==> src/rtl/my_cmd_pkg.sv <==
// Shared types for the my_cmd request queue: the queued command word and
// the issue/response FSM states.
package my_cmd_pkg;

  localparam int unsigned ADDR_W = 8;
  localparam int unsigned DATA_W = 32;

  typedef struct packed {
    logic [ADDR_W-1:0] addr;
    logic [DATA_W-1:0] data;
    logic              wr_n;
  } cmd_t;

  typedef enum logic {
    ISSUE,
    RSP_WAIT
  } state_t;

endpackage

==> src/rtl/my_cmd_queue_if.sv <==
// Command bus between the queue (master) and the `my` slave port.
interface my_cmd_queue_if #(
  parameter int unsigned ADDR_W = 8,
  parameter int unsigned DATA_W = 32
);

  logic              valid_o;
  logic              ready_i;
  logic [ADDR_W-1:0] addr_o;
  logic [DATA_W-1:0] data_o;
  logic              wr_n_o;
  logic [DATA_W-1:0] rd_data_i;

  modport master (
    output valid_o,
    output addr_o,
    output data_o,
    output wr_n_o,
    input  ready_i,
    input  rd_data_i
  );

  modport slave (
    input  valid_o,
    input  addr_o,
    input  data_o,
    input  wr_n_o,
    output ready_i,
    output rd_data_i
  );

endinterface

==> src/rtl/my_cmd_fifo.sv <==
// In-order command store. Fullness comes from the count, never from a
// pointer compare; the head reads as zero while empty.
module my_cmd_fifo
  import my_cmd_pkg::*;
#(
  parameter int unsigned DEPTH = 4
) (
  input  logic                         clk,
  input  logic                         reset,
  input  logic                         push,
  input  cmd_t                         push_cmd,
  input  logic                         pop,
  output cmd_t                         head,
  output logic [$clog2(DEPTH+1)-1:0]   level
);

  localparam int unsigned PTR_W = $clog2(DEPTH);
  localparam int unsigned LVL_W = $clog2(DEPTH + 1);
  localparam logic [LVL_W-1:0] FULL_LVL = LVL_W'(DEPTH);

  cmd_t             mem [DEPTH];
  logic [PTR_W-1:0] wr_ptr;
  logic [PTR_W-1:0] rd_ptr;
  logic [LVL_W-1:0] count;
  logic             do_push;
  logic             do_pop;

  assign do_push = push && (count != FULL_LVL);
  assign do_pop  = pop && (count != '0);

  always_ff @(posedge clk) begin
    if (do_push) begin
      mem[wr_ptr] <= push_cmd;
    end
  end

  always_ff @(posedge clk) begin
    if (reset) begin
      wr_ptr <= '0;
      rd_ptr <= '0;
      count  <= '0;
    end else begin
      if (do_push) begin
        wr_ptr <= wr_ptr + 1'b1;
      end
      if (do_pop) begin
        rd_ptr <= rd_ptr + 1'b1;
      end
      if (do_push && !do_pop) begin
        count <= count + 1'b1;
      end else if (do_pop && !do_push) begin
        count <= count - 1'b1;
      end
    end
  end

  assign head  = (count == '0) ? '0 : mem[rd_ptr];
  assign level = count;

endmodule

==> src/rtl/my_cmd_queue.sv <==
// Request buffer in front of the `my` slave: queues master commands, issues
// them one at a time and returns read data on a separate response channel.
module my_cmd_queue #(
  parameter int unsigned ADDR_W = my_cmd_pkg::ADDR_W,
  parameter int unsigned DATA_W = my_cmd_pkg::DATA_W,
  parameter int unsigned DEPTH  = 4
) (
  input  logic                       clk,
  input  logic                       reset,
  input  logic                       req_valid,
  output logic                       req_ready,
  input  logic [ADDR_W-1:0]          req_addr,
  input  logic [DATA_W-1:0]          req_data,
  input  logic                       req_wr_n,
  my_cmd_queue_if.master             bus,
  output logic                       rsp_valid,
  input  logic                       rsp_ready,
  output logic [DATA_W-1:0]          rsp_data,
  output logic [$clog2(DEPTH+1)-1:0] level_o
);

  import my_cmd_pkg::*;

  localparam int unsigned LVL_W = $clog2(DEPTH + 1);
  localparam logic [LVL_W-1:0] FULL_LVL = LVL_W'(DEPTH);

  state_t           state;
  state_t           state_nxt;
  cmd_t             push_cmd;
  cmd_t             head;
  logic             push;
  logic             pop;
  logic             issue;
  logic [LVL_W-1:0] level;

  // Registered level only, so ready_i/rsp_ready never reach req_ready.
  assign req_ready = (level < FULL_LVL);
  assign push      = req_valid && req_ready;
  assign push_cmd  = cmd_t'{addr: req_addr, data: req_data, wr_n: req_wr_n};

  my_cmd_fifo #(
    .DEPTH (DEPTH)
  ) u_fifo (
    .clk      (clk),
    .reset    (reset),
    .push     (push),
    .push_cmd (push_cmd),
    .pop      (pop),
    .head     (head),
    .level    (level)
  );

  always_comb begin
    state_nxt = state;
    issue     = 1'b0;
    unique case (state)
      ISSUE: begin
        issue = (level != '0);
        if (issue && bus.ready_i && head.wr_n) begin
          state_nxt = RSP_WAIT;
        end
      end
      RSP_WAIT: begin
        if (rsp_valid && rsp_ready) begin
          state_nxt = ISSUE;
        end
      end
    endcase
  end

  assign pop = issue && bus.ready_i;

  always_ff @(posedge clk) begin
    if (reset) begin
      state     <= ISSUE;
      rsp_valid <= 1'b0;
      rsp_data  <= '0;
    end else begin
      state <= state_nxt;
      if (pop && head.wr_n) begin
        rsp_valid <= 1'b1;
        rsp_data  <= bus.rd_data_i;
      end else if (rsp_valid && rsp_ready) begin
        rsp_valid <= 1'b0;
      end
    end
  end

  assign bus.valid_o = issue;
  assign bus.addr_o  = head.addr;
  assign bus.data_o  = head.data;
  assign bus.wr_n_o  = head.wr_n;
  assign level_o     = level;

endmodule

==> src/flat_wrapper.sv <==
// flat-port wrapper written by rule: the top's interface ports become plain ports
module my_cmd_queue_flat import my_cmd_pkg::*;
#(
  parameter int unsigned ADDR_W = my_cmd_pkg::ADDR_W,
  parameter int unsigned DATA_W = my_cmd_pkg::DATA_W,
  parameter int unsigned DEPTH  = 4
)
  (clk, reset, req_valid, req_ready, req_addr, req_data, req_wr_n, rsp_valid, rsp_ready, rsp_data, level_o, bus_valid_o, bus_addr_o, bus_data_o, bus_wr_n_o, bus_ready_i, bus_rd_data_i);
  my_cmd_queue_if #(.ADDR_W(ADDR_W), .DATA_W(DATA_W)) bus_i ();
  input  logic clk;
  input  logic reset;
  input  logic req_valid;
  output logic req_ready;
  input  logic [ADDR_W-1:0] req_addr;
  input  logic [DATA_W-1:0] req_data;
  input  logic req_wr_n;
  output logic rsp_valid;
  input  logic rsp_ready;
  output logic [DATA_W-1:0] rsp_data;
  output logic [$clog2(DEPTH+1)-1:0] level_o;
  output wire logic [$bits(bus_i.valid_o)-1:0] bus_valid_o;
  output wire logic [$bits(bus_i.addr_o)-1:0] bus_addr_o;
  output wire logic [$bits(bus_i.data_o)-1:0] bus_data_o;
  output wire logic [$bits(bus_i.wr_n_o)-1:0] bus_wr_n_o;
  input wire logic [$bits(bus_i.ready_i)-1:0] bus_ready_i;
  input wire logic [$bits(bus_i.rd_data_i)-1:0] bus_rd_data_i;
  assign bus_valid_o = bus_i.valid_o;
  assign bus_addr_o = bus_i.addr_o;
  assign bus_data_o = bus_i.data_o;
  assign bus_wr_n_o = bus_i.wr_n_o;
  assign bus_i.ready_i = bus_ready_i;
  assign bus_i.rd_data_i = bus_rd_data_i;
  my_cmd_queue #(.ADDR_W(ADDR_W), .DATA_W(DATA_W), .DEPTH(DEPTH)) u_core (.clk(clk), .reset(reset), .req_valid(req_valid), .req_ready(req_ready), .req_addr(req_addr), .req_data(req_data), .req_wr_n(req_wr_n), .bus(bus_i), .rsp_valid(rsp_valid), .rsp_ready(rsp_ready), .rsp_data(rsp_data), .level_o(level_o));
endmodule
==> config.mk <==
export PLATFORM = sky130hd
export DESIGN_NAME = my_cmd_queue_flat
export DESIGN_NICKNAME = d
export VERILOG_FILES = /design/src/rtl/my_cmd_pkg.sv /design/src/rtl/my_cmd_queue_if.sv /design/src/rtl/my_cmd_fifo.sv /design/src/rtl/my_cmd_queue.sv /design/src/flat_wrapper.sv
export SDC_FILE = /design/constraint.sdc
export NUM_CORES = 1
export LEC_CHECK = 0
export ABC_AREA = 1
export CORE_ASPECT_RATIO = 1.1
export CORE_MARGIN = 5
export CORE_UTILIZATION = 58
export CTS_BUF_LIST = sky130_fd_sc_hd__clkbuf_4 sky130_fd_sc_hd__clkbuf_8
export CTS_CLUSTER_DIAMETER = 120
export DETAILED_ROUTE_END_ITERATION = 10
export PLACE_DENSITY = 0.88
export SYNTH_ARGS = -nofsm -noshare
export SYNTH_HDL_FRONTEND = slang
export SYNTH_SLANG_ARGS = --single-unit
export TNS_END_PERCENT = 20
==> constraint.sdc <==
create_clock -name clk -period 8.5 [get_ports clk]
set_input_delay 1.7 -clock clk [delete_from_list [all_inputs] [get_ports clk]]
set_output_delay 1.7 -clock clk [all_outputs]
set_load 0.03 [all_outputs]
## Word level (Yosys, flattened, before mapping)

Memory sizes are Yosys's and may differ from the RTL's. A register that Yosys moved wholly into a read port is not among the register bits.
Cells that the tools add are included.

| storage, ports and cells | value |
|---|---|
| register bits | 41 |
| RAM bits | 164 |
| bits of input ports | 78 |
| output and inout port bits | 79 |
| word-level logic and storage cells | 43 |
| memories kept | 1 |

| operators by class | value |
|---|---|
| add/sub/neg operators | 4 |
| order comparisons | 1 |
| equality and inequality tests | 1 |
| mux-type cells | 13 |
| bitwise gates (word level) | 1 |
| reduce and logical (&&, ||, !) cells | 16 |

Memories:

| name | words | width | rd ports | clocked after Yosys merged registers in | write ports | line | RTL |
|---|---|---|---|---|---|---|---|
| u_core.u_fifo.mem | 4 | 41 | 1 | 1 | 1 | my_cmd_fifo.sv:21 | `cmd_t mem [DEPTH];` |

Operator list:

| kind | number |
|---|---|
| 41-bit 2-to-1 mux | 1 |
| 1-bit logical AND | 10 |
| 1-bit 2-to-1 mux | 7 |
| 3-bit 2-to-1 mux | 2 |
| 2-bit by 1-bit adder with 2-bit output, second input constant | 2 |
| 2-bit 2-to-1 mux | 2 |
| 2-bit nonzero test | 2 |
| 3-bit by 1-bit adder with 3-bit output, second input constant | 1 |
| 3-bit logical NOT | 1 |
| 3-bit < comparator, second input constant | 1 |
| 3-bit != test, second input constant | 1 |
| 3-bit nonzero test | 1 |
| 3-bit by 1-bit subtractor with 3-bit output, second input constant | 1 |
| 1-bit logical NOT | 2 |
| 1-bit case mux with 2 select lines | 1 |
| 1-bit NOT | 1 |

## Depth between registers and ports, before layout

Gate-level depths: netlist of the first run.

| depth | value |
|---|---|
| depth after elaboration | 7 |
| depth in mapped cells | 11 |
| gate-level depth less buffers | 11 |

## Hierarchy

From an unflattened synthesis of the first run, not the netlist that was laid out.

| unflattened totals | value |
|---|---|
| cells, all modules | 773 |
| area total of the unflattened synthesis | 8262.9 um^2 |

By module, submodules not included:

| module | times used | cells an instance | area an instance (um^2) | seq. area each (um^2) |
|---|---|---|---|---|
| my_cmd_fifo | 1 | 552 | 6825.3 | 5104.9 |
| my_cmd_queue | 1 | 221 | 1437.6 | 680.7 |

## Worst setup path after synthesis of the first run

No wires, ideal clock.

| timing | value |
|---|---|
| path kind | input port to flip-flop |
| start | input port req_valid |
| end | memory u_core.u_fifo.mem[0][0] in the netlist's numbering (enable) |
| library setup time | 440 ps |
| arrival time | 3608 ps |
| required time | 8060 ps |
| setup slack | 4453 ps |
| stages on the path | 2 |
| buffers on the path | 0 |
| cells stage by stage | nand2_1 -> nor2_1 |

| between the ends | value |
|---|---|
| cells in the longest elaborated chain, start to end | 4 |

RTL lines:

| what | line | RTL |
|---|---|---|
| start, declared | flat_wrapper.sv:12 | `input logic req_valid;` |
| 1-bit logical AND | my_cmd_queue.sv:38 | `assign push = req_valid && req_ready;` |
| 1-bit logical AND | my_cmd_fifo.sv:28 | `assign do_push = push && (count != FULL_LVL);` |
| 1-bit 2-to-1 mux | my_cmd_fifo.sv:32 | `if (do_push) begin` |
| 1-bit 2-to-1 mux (not written as such) | my_cmd_fifo.sv:33 | `mem[wr_ptr] <= push_cmd;` |
| end, declared | my_cmd_fifo.sv:21 |  |

No other way between the ends.

==> results.yml, run 1 <==
placement:
  io_buffers: 156
  dpl.hpwl_mm: 11.6
  place.gp.congestion: 0.785
  placed_area_sq_mm: 0.00991
  dp_slack_ns: 3.83
layout:
  diodes: 0
  final_util_pct: 75.9
  final_cell_mix: "nor2_1, edfxtp_1, clkdlybuf4s50_1"
  nNetsFinal: 1006
  drive_gt1_share_pct: 7.40
  finalInstanceArea_sq_mm: 0.0105
  layout_commonest_cell: "nor2_1"
  area_delta_synth_final_pct: 27.6
worst_setup_path:
  slowest_stage: "inv_2"
  ff2ff_setup_slack_ns: 5.47
  crit_fanout: 84
  r2r_cells: 8
  path_cells: "buf_4 -> inv_2 -> o21ai_0 -> a21oi_1 -> clkdlybuf4s50_1"
  start_kind: "flip-flop"
  cp.required_ns: 6.80
  crit_arrival_ns: 3.61
  critical_path.max_stage_delay_ns: 0.99
  critPathKind: "reg2out"
  crit_path_end_kind: "primary output"
  r2r-end: "u_core.rsp_data[15]"
sta:
  slew_violations: 0
  fmax_mhz: 188
  fin_skew_ns: 0.0140
  finalCriticalPeriod_ns: 5.31
  max_slew_margin_pct: 18.1
  setup-tns-final_ns: 0
  hold_viol: 0
  period_share_pct: 62.4
  worst_slew_pin_slew_ns: 1.23
  rsz0062_at_grt: "false"
  fin_ws_ns: 3.19
  setup_violations: 0
grt:
  grt_use_total_pct: 22.6
  grt.overflow.total: 0
  grt_antenna_before_repair: 0
  grt_max_degree: 85
  grt_pass1_vias: 5976
  grt_pass1_wl_mm: 29.7
floorplanning:
  core-area_sq_mm: 0.0139
  pin_count: 157
  die_area_sq_mm: 0.0167
  die_x_um: 124
  rows: 45
  die_h_um: 135
  initial_core_util_pct: 59.5
logic_synthesis:
  avgSynthCellArea_sq_um: 10.7
  synth.distinct_cells: 21
  ys_seq_area_share_pct: 70.2
  synth-async-reset-ratio_pct: 0
  synth-edff-count: 164
  synth_nets: 855
  synth_seq_cells: 207
  synthFlopType: "edfxtp_1"
  synthCells: 771
  ys_warn_count: 0
  syn_area_sq_mm: 0.00824
power:
  p_per_area_mw_per_mm2: 339
  p_leak_nw: 3.89
  peakVddDrop_mv: 0.220
clock_network:
  cts_root_buf: "clkbuf_8"
  cts_tree: "built"
  post_cts_resized: 0
  numCtsBuffers: 31
  ctsHtreeMaxLevel: 1
  clk_pin_slew_ns: 0.06
  cts_setup_buffers: 0
  cts.hold.buffers_added: 0
  cts_sinks: 207
  clock_latency_ns: 0.55
  cts_buffer_depth: 3
hold_path:
  min_path_type: "reg2reg"
  hp-start: "u_core.rsp_data[19]"
  worstHoldPathCells: 2
  hold_end: "u_core.rsp_data[19]"
routing:
  dr.pass1.iters: 5
  wire_per_inst_um: 16.6
  vias: 5984
  drcViolationCount: 0
  drt-total-wl_mm: 18.8
  viasPerCell: 5.28
  initialDrtViolationCount: 526
  final_antenna_net_count: 0
job:
  maxCapViolCount: 0
run_status:
  status: "finished, final reports clean"
-- sequential cells by signal, summed over array words and instances, names as in the netlist, named ones only --
register,count
u_core.rsp_data,32
u_core.rsp_valid,1
u_core.state,1
u_core.u_fifo.level,3
u_core.u_fifo.mem,164
u_core.u_fifo.rd_ptr,2
u_core.u_fifo.wr_ptr,2
-- area by class of cell --
class | instances | area (sq um)
flip-flops and latches | 207 | 5790
inverters | 56 | 210
clock buffers | 43 | 517
clock inverters | 14 | 88.8
fillers | 903 | 3330
multi-input cells | 464 | 2070
well taps | 188 | 235
repair buffers | 162 | 1610
-- power by group --
part	internal (mW)	leakage [nW]	switching, mW
Clock	0.423	0.323	0.349
Sequential	1.24	1.85	0.0638
Combinational	0.522	1.72	0.968
Total	2.19	3.89	1.38
-- cells by family after synthesis --
kind of cell | share of synthesized area [%]
DFF | 70.2
and+or+nand+nor | 15.5
xor gates and xnor gates | 0.106
buffers and inverters | 5.05
adders and majority gates | 1.00
AOI/OAI and AO/OA | 8.20
-- stage by stage --
stage | cells | total power, mW | hold WS [ns]
2_1_floorplan | 771 | 2.24 | 0.437
3_3_place_gp | 1077 | 2.78 | 0.453
5_1_grt | 1134 | 3.76 | 0.496
3_5_place_dp | 1077 | 2.82 | 0.472
4_1_cts | 1134 | 3.59 | 0.484
6_report | 1134 | 3.57 | 0.480
-- how the worst max path moves through the flow --
stage	end	from	cells past startpoint
6_report	bus_data_o[31]	flip-flop	5
4_1_cts	bus_data_o[31]	flip-flop	5
3_5_place_dp	bus_data_o[31]	flip-flop	5
3_3_place_gp	bus_data_o[8]	flip-flop	5
2_1_floorplan	u_core.u_fifo.mem[0][0]	req_valid	2
5_1_grt	bus_data_o[31]	flip-flop	5
-- critical path, delay by kind of cell (launching register included) --
family,cells,cell delay [ns]
buffers and inverters,3,2.08
flip-flops,1,0.31
AO/OA/AOI/OAI,2,0.60
-- Yosys cell counts (4+ instances only) --
cell      count  share of area, %
clkbuf_1     22               1.0
edfxtp_1    164                60
buf_4         4              0.36
dfxtp_1      43                10
ha_1          5              0.76
inv_1        53               2.4
a21oi_1      49               3.0
buf_2        15              0.91
nand2_1      49               2.2
nor2_1      232                11
nand3_1      36               2.2
o21ai_0      85               5.2
-- metal layers --
layer	vias to the layer above	GRT usage, %	share of wire (%)
met5	-	0	0
met4	0	5.97	1.9
met3	32	7.33	9.6
met2	244	38.9	50
met1	2820	27.3	38
li1	2888	-	-
Note: power is estimated with default switching activity, not from simulation.
==> run 2: changes to the inputs <==
Settings changed: CORE_UTILIZATION 58 to 49, PLACE_DENSITY 0.88 to 0.79.
Clock period 8.5 ns to 4.7 ns, I/O delays scaled along.
==> run 2 against run 1 <==
  * Global-route usage fell by 3.9 points
  * Register-to-register slack got worse by 3.2 ns
  * Critical path type unchanged
  * Combinational power increased by 80%
  * Utilization is 11 points lower
  * Hold slack got worse by 0.0022 ns
  * Count of clock-buffer cells in the layout fell by 2
  * Clock skew fell by 0.0016 ns
  * Clock power grew 100%
  * First-iteration DRC count shrank 39%
  * Final cell count increased by 2.0%
  * Cell area is 1.3% higher
  * Wire length is 2.1% lower
  * Largest cell class unchanged
==> results.yml, run 2 (synthesized netlist as in run 1, its figures left out) <==
run_status:
  status: "finished, final reports clean"
clock_network:
  ctsHtreeMaxLevel: 2
  clk_pin_slew_ns: 0.06
  cts_setup_buffers: 0
  cts_root_buf: "clkbuf_8"
  cts_tree: "built"
  cts.hold.buffers_added: 0
  clock_latency_ns: 0.49
  numCtsBuffers: 34
  cts_sinks: 207
  post_cts_resized: 0
  cts_buffer_depth: 3
sta:
  max_slew_margin_pct: 41.2
  slew_violations: 0
  rsz0062_at_grt: "false"
  worst_slew_pin_slew_ns: 0.880
  fin_skew_ns: 0.0124
  hold_viol: 0
  fmax_mhz: 262
  hold_slack_ns: 0.478
  period_share_pct: 81.2
  finalCriticalPeriod_ns: 3.82
  setup_violations: 0
  setup-tns-final_ns: 0
floorplanning:
  initial_core_util_pct: 50.2
  core-area_sq_mm: 0.0164
  die_x_um: 134
  pin_count: 157
  die_area_sq_mm: 0.0195
  die_h_um: 146
  rows: 49
placement:
  dpl.hpwl_mm: 11.5
  io_buffers: 156
  place.gp.congestion: 0.790
layout:
  diodes: 0
  largest_reg_flops: 164
  layout_commonest_cell: "nor2_1"
  final_cell_mix: "nor2_1, edfxtp_1, clkdlybuf4s50_1"
  nNetsFinal: 1014
  top_register: "u_core.u_fifo.mem"
  drive_gt1_share_pct: 8.08
  fillCellCount: 1281
  area_delta_synth_final_pct: 29.3
power:
  p_leak_nw: 3.94
  peakVddDrop_mv: 0.327
  p_per_area_mw_per_mm2: 620
grt:
  grt_pass1_wl_mm: 29.2
  grt_use_total_pct: 18.6
  grt_pass1_vias: 5787
  grt_antenna_before_repair: 0
  grt_max_degree: 58
  grt.overflow.total: 0
routing:
  drcViolationCount: 0
  dr.pass1.iters: 5
  viasPerCell: 5.03
  vias: 5818
  final_antenna_net_count: 0
  drt-total-wl_mm: 18.4
  wire_per_inst_um: 15.9
  initialDrtViolationCount: 319
worst_setup_path:
  cp.required_ns: 3.76
  critPathKind: "reg2out"
  crit_arrival_ns: 2.88
  start_kind: "flip-flop"
  crit_fanout: 57
  crit_path_end_kind: "primary output"
hold_path:
  min_path_type: "reg2reg"
job:
  maxCapViolCount: 0
run 2: layer usage:
metal	wire length [um]	GRT usage (%)	share of wire (%)
met1	7120	21.5	39
met2	9200	32.6	50
met3	1960	7.60	11
met4	148	4.27	0.80
met5	0	0	0
run 2: worst max-delay path, stage by stage (launching register included):
cell,delay (ns)
dfxtp_4,0.55
buf_4,0.55
nor2_1,0.11
nor2_1,0.11
o21ai_0,0.10
a21oi_1,0.23
clkdlybuf4s50_1,0.72
run 2: final timing paths:
path,start,to,slack [ns],cells after the start
min reg2reg,u_core.rsp_data[28],u_core.rsp_data[28],0.48,2
max reg2reg,flip-flop,u_core.state,2.24,7
min,u_core.rsp_data[28],u_core.rsp_data[28],0.48,2
max,flip-flop,bus_data_o[12],0.88,6
run 2: area by class of cell:
class	count	area (sq um)	area share [%]
clock buffers	41	520	4.88
clock inverters	18	164	1.54
repair buffers	167	1640	15.4
inverters	56	210	1.97
well taps	204	255	2.40
multi-input cells	464	2070	19.4
flip-flops and latches	207	5790	54.3
run 2: metrics by stage:
step | util (%) | setup slack [ns] | total power, mW | instances | cell area [sq um]
floorplan | - | 1.41 | 4.05 | 771 | 8240
global placement | 60.7 | 1.41 | 5.07 | 1098 | 9970
detailed placement | 60.7 | 1.38 | 5.10 | 1098 | 9970
CTS | 64.9 | 0.847 | 6.68 | 1157 | 10700
global route | 64.9 | 0.673 | 6.98 | 1157 | 10700
finish | 64.9 | 0.882 | 6.61 | 1157 | 10700
run 2: where the power goes:
group / switching [mW] / internal (mW) / total [mW]
logic: 1.73 / 0.947 / 2.68
registers: 0.118 / 2.25 / 2.37
clock network: 0.664 / 0.901 / 1.56
